[src/rtl/im_port_arbiter_pkg.sv]
// Shared sizing for the instruction-memory port arbiter: core count, widths
// and the grant-index width helper.
package im_port_arbiter_pkg;

  localparam int NUM_C  = 4;
  localparam int ADDR_W = 16;
  localparam int DATA_W = 16;

  // A single-core build still needs a 1-bit index and pointer.
  function automatic int idx_width(input int n);
    return (n > 1) ? $clog2(n) : 1;
  endfunction

  localparam int IDX_W = idx_width(NUM_C);

endpackage

[src/rtl/im_port_arbiter_if.sv]
// Core-side fetch bus and memory-side read port of the instruction arbiter.
interface im_port_arbiter_if;
  import im_port_arbiter_pkg::*;

  logic [NUM_C-1:0]        req;
  logic [NUM_C-1:0]        halt;
  logic [NUM_C*ADDR_W-1:0] addr;
  logic [NUM_C-1:0]        gnt;
  logic [NUM_C-1:0]        rvalid;
  logic [NUM_C*DATA_W-1:0] data_out;
  logic                    mem_en;
  logic [ADDR_W-1:0]       mem_addr;
  logic [DATA_W-1:0]       mem_rdata;
  logic [15:0]             busy_cnt;

  modport slave (
    input  req, halt, addr, mem_rdata,
    output gnt, rvalid, data_out, mem_en, mem_addr, busy_cnt
  );

  modport master (
    output req, halt, addr, mem_rdata,
    input  gnt, rvalid, data_out, mem_en, mem_addr, busy_cnt
  );

endinterface

[src/rtl/im_port_arbiter_rr_pick.sv]
// Combinational round-robin one-hot selector: searches from ptr+1 upward,
// wrapping, and picks the first eligible requester.
module im_port_arbiter_rr_pick #(
  parameter int N  = 4,
  parameter int IW = 2
) (
  input  logic [N-1:0]  eligible,
  input  logic [IW-1:0] ptr,
  output logic [N-1:0]  gnt,
  output logic [IW-1:0] idx,
  output logic          any
);

  logic [IW-1:0] j;

  always_comb begin
    gnt = '0;
    idx = '0;
    any = 1'b0;
    j   = '0;
    // ptr itself is visited last, so a lone requester is granted every cycle.
    for (int k = 1; k <= N; k++) begin
      j = IW'((int'(ptr) + k) % N);
      if (!any && eligible[j]) begin
        any    = 1'b1;
        gnt[j] = 1'b1;
        idx    = j;
      end
    end
  end

endmodule

[src/rtl/im_port_arbiter.sv]
// Round-robin arbiter sharing one synchronous-read instruction RAM between
// NUM_C cores, with per-core registered return data and a contention counter.
module im_port_arbiter
  import im_port_arbiter_pkg::*;
(
  input logic               clk,
  input logic               rst_n,
  im_port_arbiter_if.slave  bus
);

  logic [NUM_C-1:0]        eligible;
  logic [NUM_C-1:0]        gnt;
  logic [IDX_W-1:0]        idx;
  logic                    any;
  logic [IDX_W-1:0]        ptr;
  logic                    pend_v;
  logic [IDX_W-1:0]        pend_id;
  logic [NUM_C-1:0]        rvalid;
  logic [NUM_C*DATA_W-1:0] data_out;
  logic [15:0]             busy_cnt;
  logic                    contend;

  // Gating with rst_n keeps gnt and mem_en quiet while reset is held.
  assign eligible = rst_n ? (bus.req & ~bus.halt) : '0;
  assign contend  = |(eligible & (eligible - NUM_C'(1)));

  im_port_arbiter_rr_pick #(
    .N  (NUM_C),
    .IW (IDX_W)
  ) u_pick (
    .eligible (eligible),
    .ptr      (ptr),
    .gnt      (gnt),
    .idx      (idx),
    .any      (any)
  );

  assign bus.gnt      = gnt;
  assign bus.mem_en   = any;
  assign bus.mem_addr = any ? bus.addr[int'(idx)*ADDR_W +: ADDR_W] : '0;
  assign bus.rvalid   = rvalid;
  assign bus.data_out = data_out;
  assign bus.busy_cnt = busy_cnt;

  always_ff @(posedge clk or negedge rst_n) begin
    if (!rst_n) begin
      ptr      <= IDX_W'(NUM_C - 1);
      pend_v   <= 1'b0;
      pend_id  <= '0;
      rvalid   <= '0;
      data_out <= '0;
      busy_cnt <= '0;
    end else begin
      if (any) begin
        ptr <= idx;
      end
      pend_v  <= any;
      pend_id <= idx;
      rvalid  <= pend_v ? (NUM_C'(1) << pend_id) : '0;
      // mem_rdata is only trusted in the cycle after a read was issued.
      if (pend_v) begin
        data_out[int'(pend_id)*DATA_W +: DATA_W] <= bus.mem_rdata;
      end
      if (contend && (busy_cnt != 16'hFFFF)) begin
        busy_cnt <= busy_cnt + 16'd1;
      end
    end
  end

endmodule

[src/flat_wrapper.sv]
// flat-port wrapper written by rule: the top's interface ports become plain ports
module im_port_arbiter_flat import im_port_arbiter_pkg::*;
  (clk, rst_n, bus_req, bus_halt, bus_addr, bus_mem_rdata, bus_gnt, bus_rvalid, bus_data_out, bus_mem_en, bus_mem_addr, bus_busy_cnt);
  im_port_arbiter_if bus_i ();
  input logic clk;
  input logic rst_n;
  input wire logic [$bits(bus_i.req)-1:0] bus_req;
  input wire logic [$bits(bus_i.halt)-1:0] bus_halt;
  input wire logic [$bits(bus_i.addr)-1:0] bus_addr;
  input wire logic [$bits(bus_i.mem_rdata)-1:0] bus_mem_rdata;
  output wire logic [$bits(bus_i.gnt)-1:0] bus_gnt;
  output wire logic [$bits(bus_i.rvalid)-1:0] bus_rvalid;
  output wire logic [$bits(bus_i.data_out)-1:0] bus_data_out;
  output wire logic [$bits(bus_i.mem_en)-1:0] bus_mem_en;
  output wire logic [$bits(bus_i.mem_addr)-1:0] bus_mem_addr;
  output wire logic [$bits(bus_i.busy_cnt)-1:0] bus_busy_cnt;
  assign bus_i.req = bus_req;
  assign bus_i.halt = bus_halt;
  assign bus_i.addr = bus_addr;
  assign bus_i.mem_rdata = bus_mem_rdata;
  assign bus_gnt = bus_i.gnt;
  assign bus_rvalid = bus_i.rvalid;
  assign bus_data_out = bus_i.data_out;
  assign bus_mem_en = bus_i.mem_en;
  assign bus_mem_addr = bus_i.mem_addr;
  assign bus_busy_cnt = bus_i.busy_cnt;
  im_port_arbiter u_core (.clk(clk), .rst_n(rst_n), .bus(bus_i));
endmodule
[config.mk]
export PLATFORM = sky130hd
export DESIGN_NAME = im_port_arbiter_flat
export DESIGN_NICKNAME = d
export VERILOG_FILES = /design/src/rtl/im_port_arbiter_pkg.sv /design/src/rtl/im_port_arbiter_if.sv /design/src/rtl/im_port_arbiter_rr_pick.sv /design/src/rtl/im_port_arbiter.sv /design/src/flat_wrapper.sv
export SDC_FILE = /design/constraint.sdc
export NUM_CORES = 1
export LEC_CHECK = 0
export ABC_CLOCK_PERIOD_IN_PS = 5400
export BUFFER_PORTS_ARGS = -buffer_cell sky130_fd_sc_hd__buf_4
export CAP_MARGIN = 30
export CORE_AREA = 2 2 106 129
export DETAILED_ROUTE_END_ITERATION = 10
export DIE_AREA = 0 0 108 131
export GPL_ROUTABILITY_DRIVEN = 0
export SYNTH_ARGS = -nofsm -noshare
export SYNTH_HDL_FRONTEND = slang
export SYNTH_SLANG_ARGS = --single-unit
[constraint.sdc]
create_clock -name clk -period 5.4 [get_ports clk]
set_input_delay 0.54 -clock clk [delete_from_list [all_inputs] [get_ports clk]]
set_output_delay 0.54 -clock clk [all_outputs]
set_load 0.02 [all_outputs]
==> summary.md <==
| Metric | Value |
|---|---|
| Net Count, Synth | roughly 480 |
| Setup TNS | 0 ns |
| Reg clk slew, reported paths | 0.06 ns |
| Critical Path End Type | output port |
| Mapped Area | about 0.0044 mm^2 |
| Post-synth EDFFs | 0 |
| FP Rows | 46 |
| Vias per inst | 5.30 |
| HPWL Detailed | 9670 um |
| Arrival @ worst endpoint | 3.96 ns |
| Drc violations | 0 |
| Final setup fails | 0 |
| Commonest non-fill, non-tap cell in the layout | buf_4 |
| Data required, critical path | 4.86 ns |
| CTS H-tree lvls | 3 |
| Max cap viols | 0 |
| Synth Register Bits | 89 |
| CTS tree | built |
| Finished Core Util | 0.495 |
| IO buf count | 194 |
| Slew Viols, Final | 0 |
| Largest net degree at the start of global routing | between 50 and 60 |
| Final #Nets | 676 |
| Reg2Reg Setup Slack | 2.18 ns |
| Hold-fix buffer count after cts | 0 |
| Ys flop type | dfrtp_1 |
| Yosys warns | 0 |
| Die Y | 131 um |
| HP Class | in2async |
| Max Freq | 0.222 GHz |
| Final Critical Period | around 4.5 ns |
| First-pass GRT wire length | 20600 um |
| Critical path class | reg2out |
| Fin crit share | 0.833 |
| Critical path launch point type | flop |
| Most frequent cells in the layout | 201 x buf_4, 87 x dfrtp_1, 64 x a22o_1 |
| Unique cell type count in the Yosys netlist | 54 |
| CTS sink count | 89 |
| Worst-case clock buffer depth | 2 |
| Seq/Total Area, Yosys | 0.502 |
| Relative slew slack | 0.405 |
| Starting Density | 0.343 |
| CTS Root Cell | clkbuf_16 |
| Leak | 3.30 nW |
| Mapped Avg Cell Area | 11.8 um^2 |
| Status | completed |
| GRT Residual Overflow | 0 |
| Power Density | 552 mW/mm^2 |
| Die area | 0.0141 mm^2 |
| Max FO, Critical Path | 23 |
| Ys async rst share | 1.00 |
| Die Wd | 108 um |
| Antenna-violating nets left | 0 |
| Setup bufs post-CTS | 0 |
| Initial DRC Count | 212 |
| Initial antenna violation count | 0 |
| CTS Buf Count | 9 |
| Routed WL | 13000 um |
| Worst Clk Skew | 0.00467 ns |
| Share of cells above drive strength 1 | 0.406 |
| Core area | ~0.013 mm^2 |
| Post-CTS Resized | 0 |
| Drt first pass iters | 4 |
| Final Hold Viols | 0 |
| P&R area growth vs syn | 44.3% |
| Routed len/inst | 17.5 um |
| Cells after Synth | 377 |
| Global-route usage over all layers | 0.186 |
| Slew of the pin with the lowest slew margin | between 0.8 and 0.9 ns |
| RSZ-0062 raised after global routing | no |
| Via count | 3951 |
| Clock latency on the worst-skew pair | 0.34 ns |
| Io pins | roughly 200 |
| N_diodes | 0 |
| Peak VDD IR | 262 uV |
| Vias in the first global route | 3938 |
[Yosys cell counts, types with 6 or more instances]
library cell	number	area [um^2]
a22o_1	64	561
inv_1	13	48.8
dfrtp_1	87	2180
xnor2_1	13	114
nand3_1	6	30.0
o22ai_1	17	106
a21oi_1	6	30.0
nand2_1	32	120
o221ai_1	7	61.3
mux2i_1	32	320
ha_1	14	175
clkbuf_1	11	41.3
[worst paths after layout]
kind | start | end | cells after the start
worst max-delay path | u_core.ptr[0] | bus_mem_addr[11] | 10
worst min-delay path | rst_n | u_core.bus.data_out[27] | 1
worst max register to register | u_core.ptr[0] | u_core.pend_id[0] | 8
worst min register to register | u_core.bus.busy_cnt[15] | u_core.bus.busy_cnt[15] | 1
max in group asynchronous | rst_n | u_core.bus.data_out[26] | 2
min in group clk | bus_mem_rdata[5] | u_core.bus.data_out[53] | 2
[power by group]
group          internal, W  switching [W]  leakage (nW)
Clock             0.000408       0.000260         0.153
Sequential        0.000905       0.000192          1.21
Combinational     0.000799       0.000977          1.93
Total              0.00211        0.00143          3.30
[logic make-up after synthesis]
logic type / count (synthesis) / synth area share
muxes: 33 / 0.0746
DFF: 89 / 0.502
xor gates and xnor gates: 16 / 0.0357
AOI/OAI and AO/OA: 115 / 0.213
and+or+nand+nor: 79 / 0.102
adders and majority gates: 15 / 0.0417
buffers and inverters: 30 / 0.0318
[layer usage]
| layer | up-vias | global-route usage | wire length [um] |
|---|---|---|---|
| met5 | - | 0 | 0 |
| met4 | 0 | 0.0573 | 163 |
| met3 | 13 | 0.0481 | 1080 |
| met2 | 197 | 0.329 | 6530 |
| met1 | 1906 | 0.223 | 5250 |
| li1 | 1835 | - | - |
[flip-flops by register name, summed over array words and instances, names as in the netlist]
| signal | flops |
|---|---|
| u_core.bus.data_out | 64 |
| u_core.bus.busy_cnt | 16 |
| u_core.bus.rvalid | 4 |
| u_core.pend_id | 2 |
| u_core.ptr | 2 |
| u_core.pend_v | 1 |
[layout make-up]
cell class	count	area (um^2)
clock buffer	10	229
clock inverter	6	90.1
fill	1157	6530
inverter	13	48.8
multi-input combinational	258	2100
sequential	89	2230
tap	168	210
timing repair buffer	201	1510
[worst max-delay path, stage by stage, from the launching register on]
cell	delay [ns]
dfstp_2	0.75
inv_1	0.27
ha_1	0.38
inv_1	0.19
a21oi_1	0.12
a221oi_4	0.63
o21ai_2	0.27
o21ai_4	0.36
mux2i_1	0.34
o22ai_1	0.11
buf_4	0.16
[per-stage QoR]
step	worst slack, ns	hold slack (ns)	total power, W	std cells	instance area, um^2
6_report	0.901	0.170	0.00354	745	6420
2_1_floorplan	2.08	0.244	0.00217	377	4450
4_1_cts	0.878	0.184	0.00358	745	6420
3_3_place_gp	1.35	0.488	0.00286	729	6100
5_1_grt	0.552	0.200	0.00376	745	6420
3_5_place_dp	1.27	0.486	0.00289	729	6100
(Power assumes the default switching activity.)
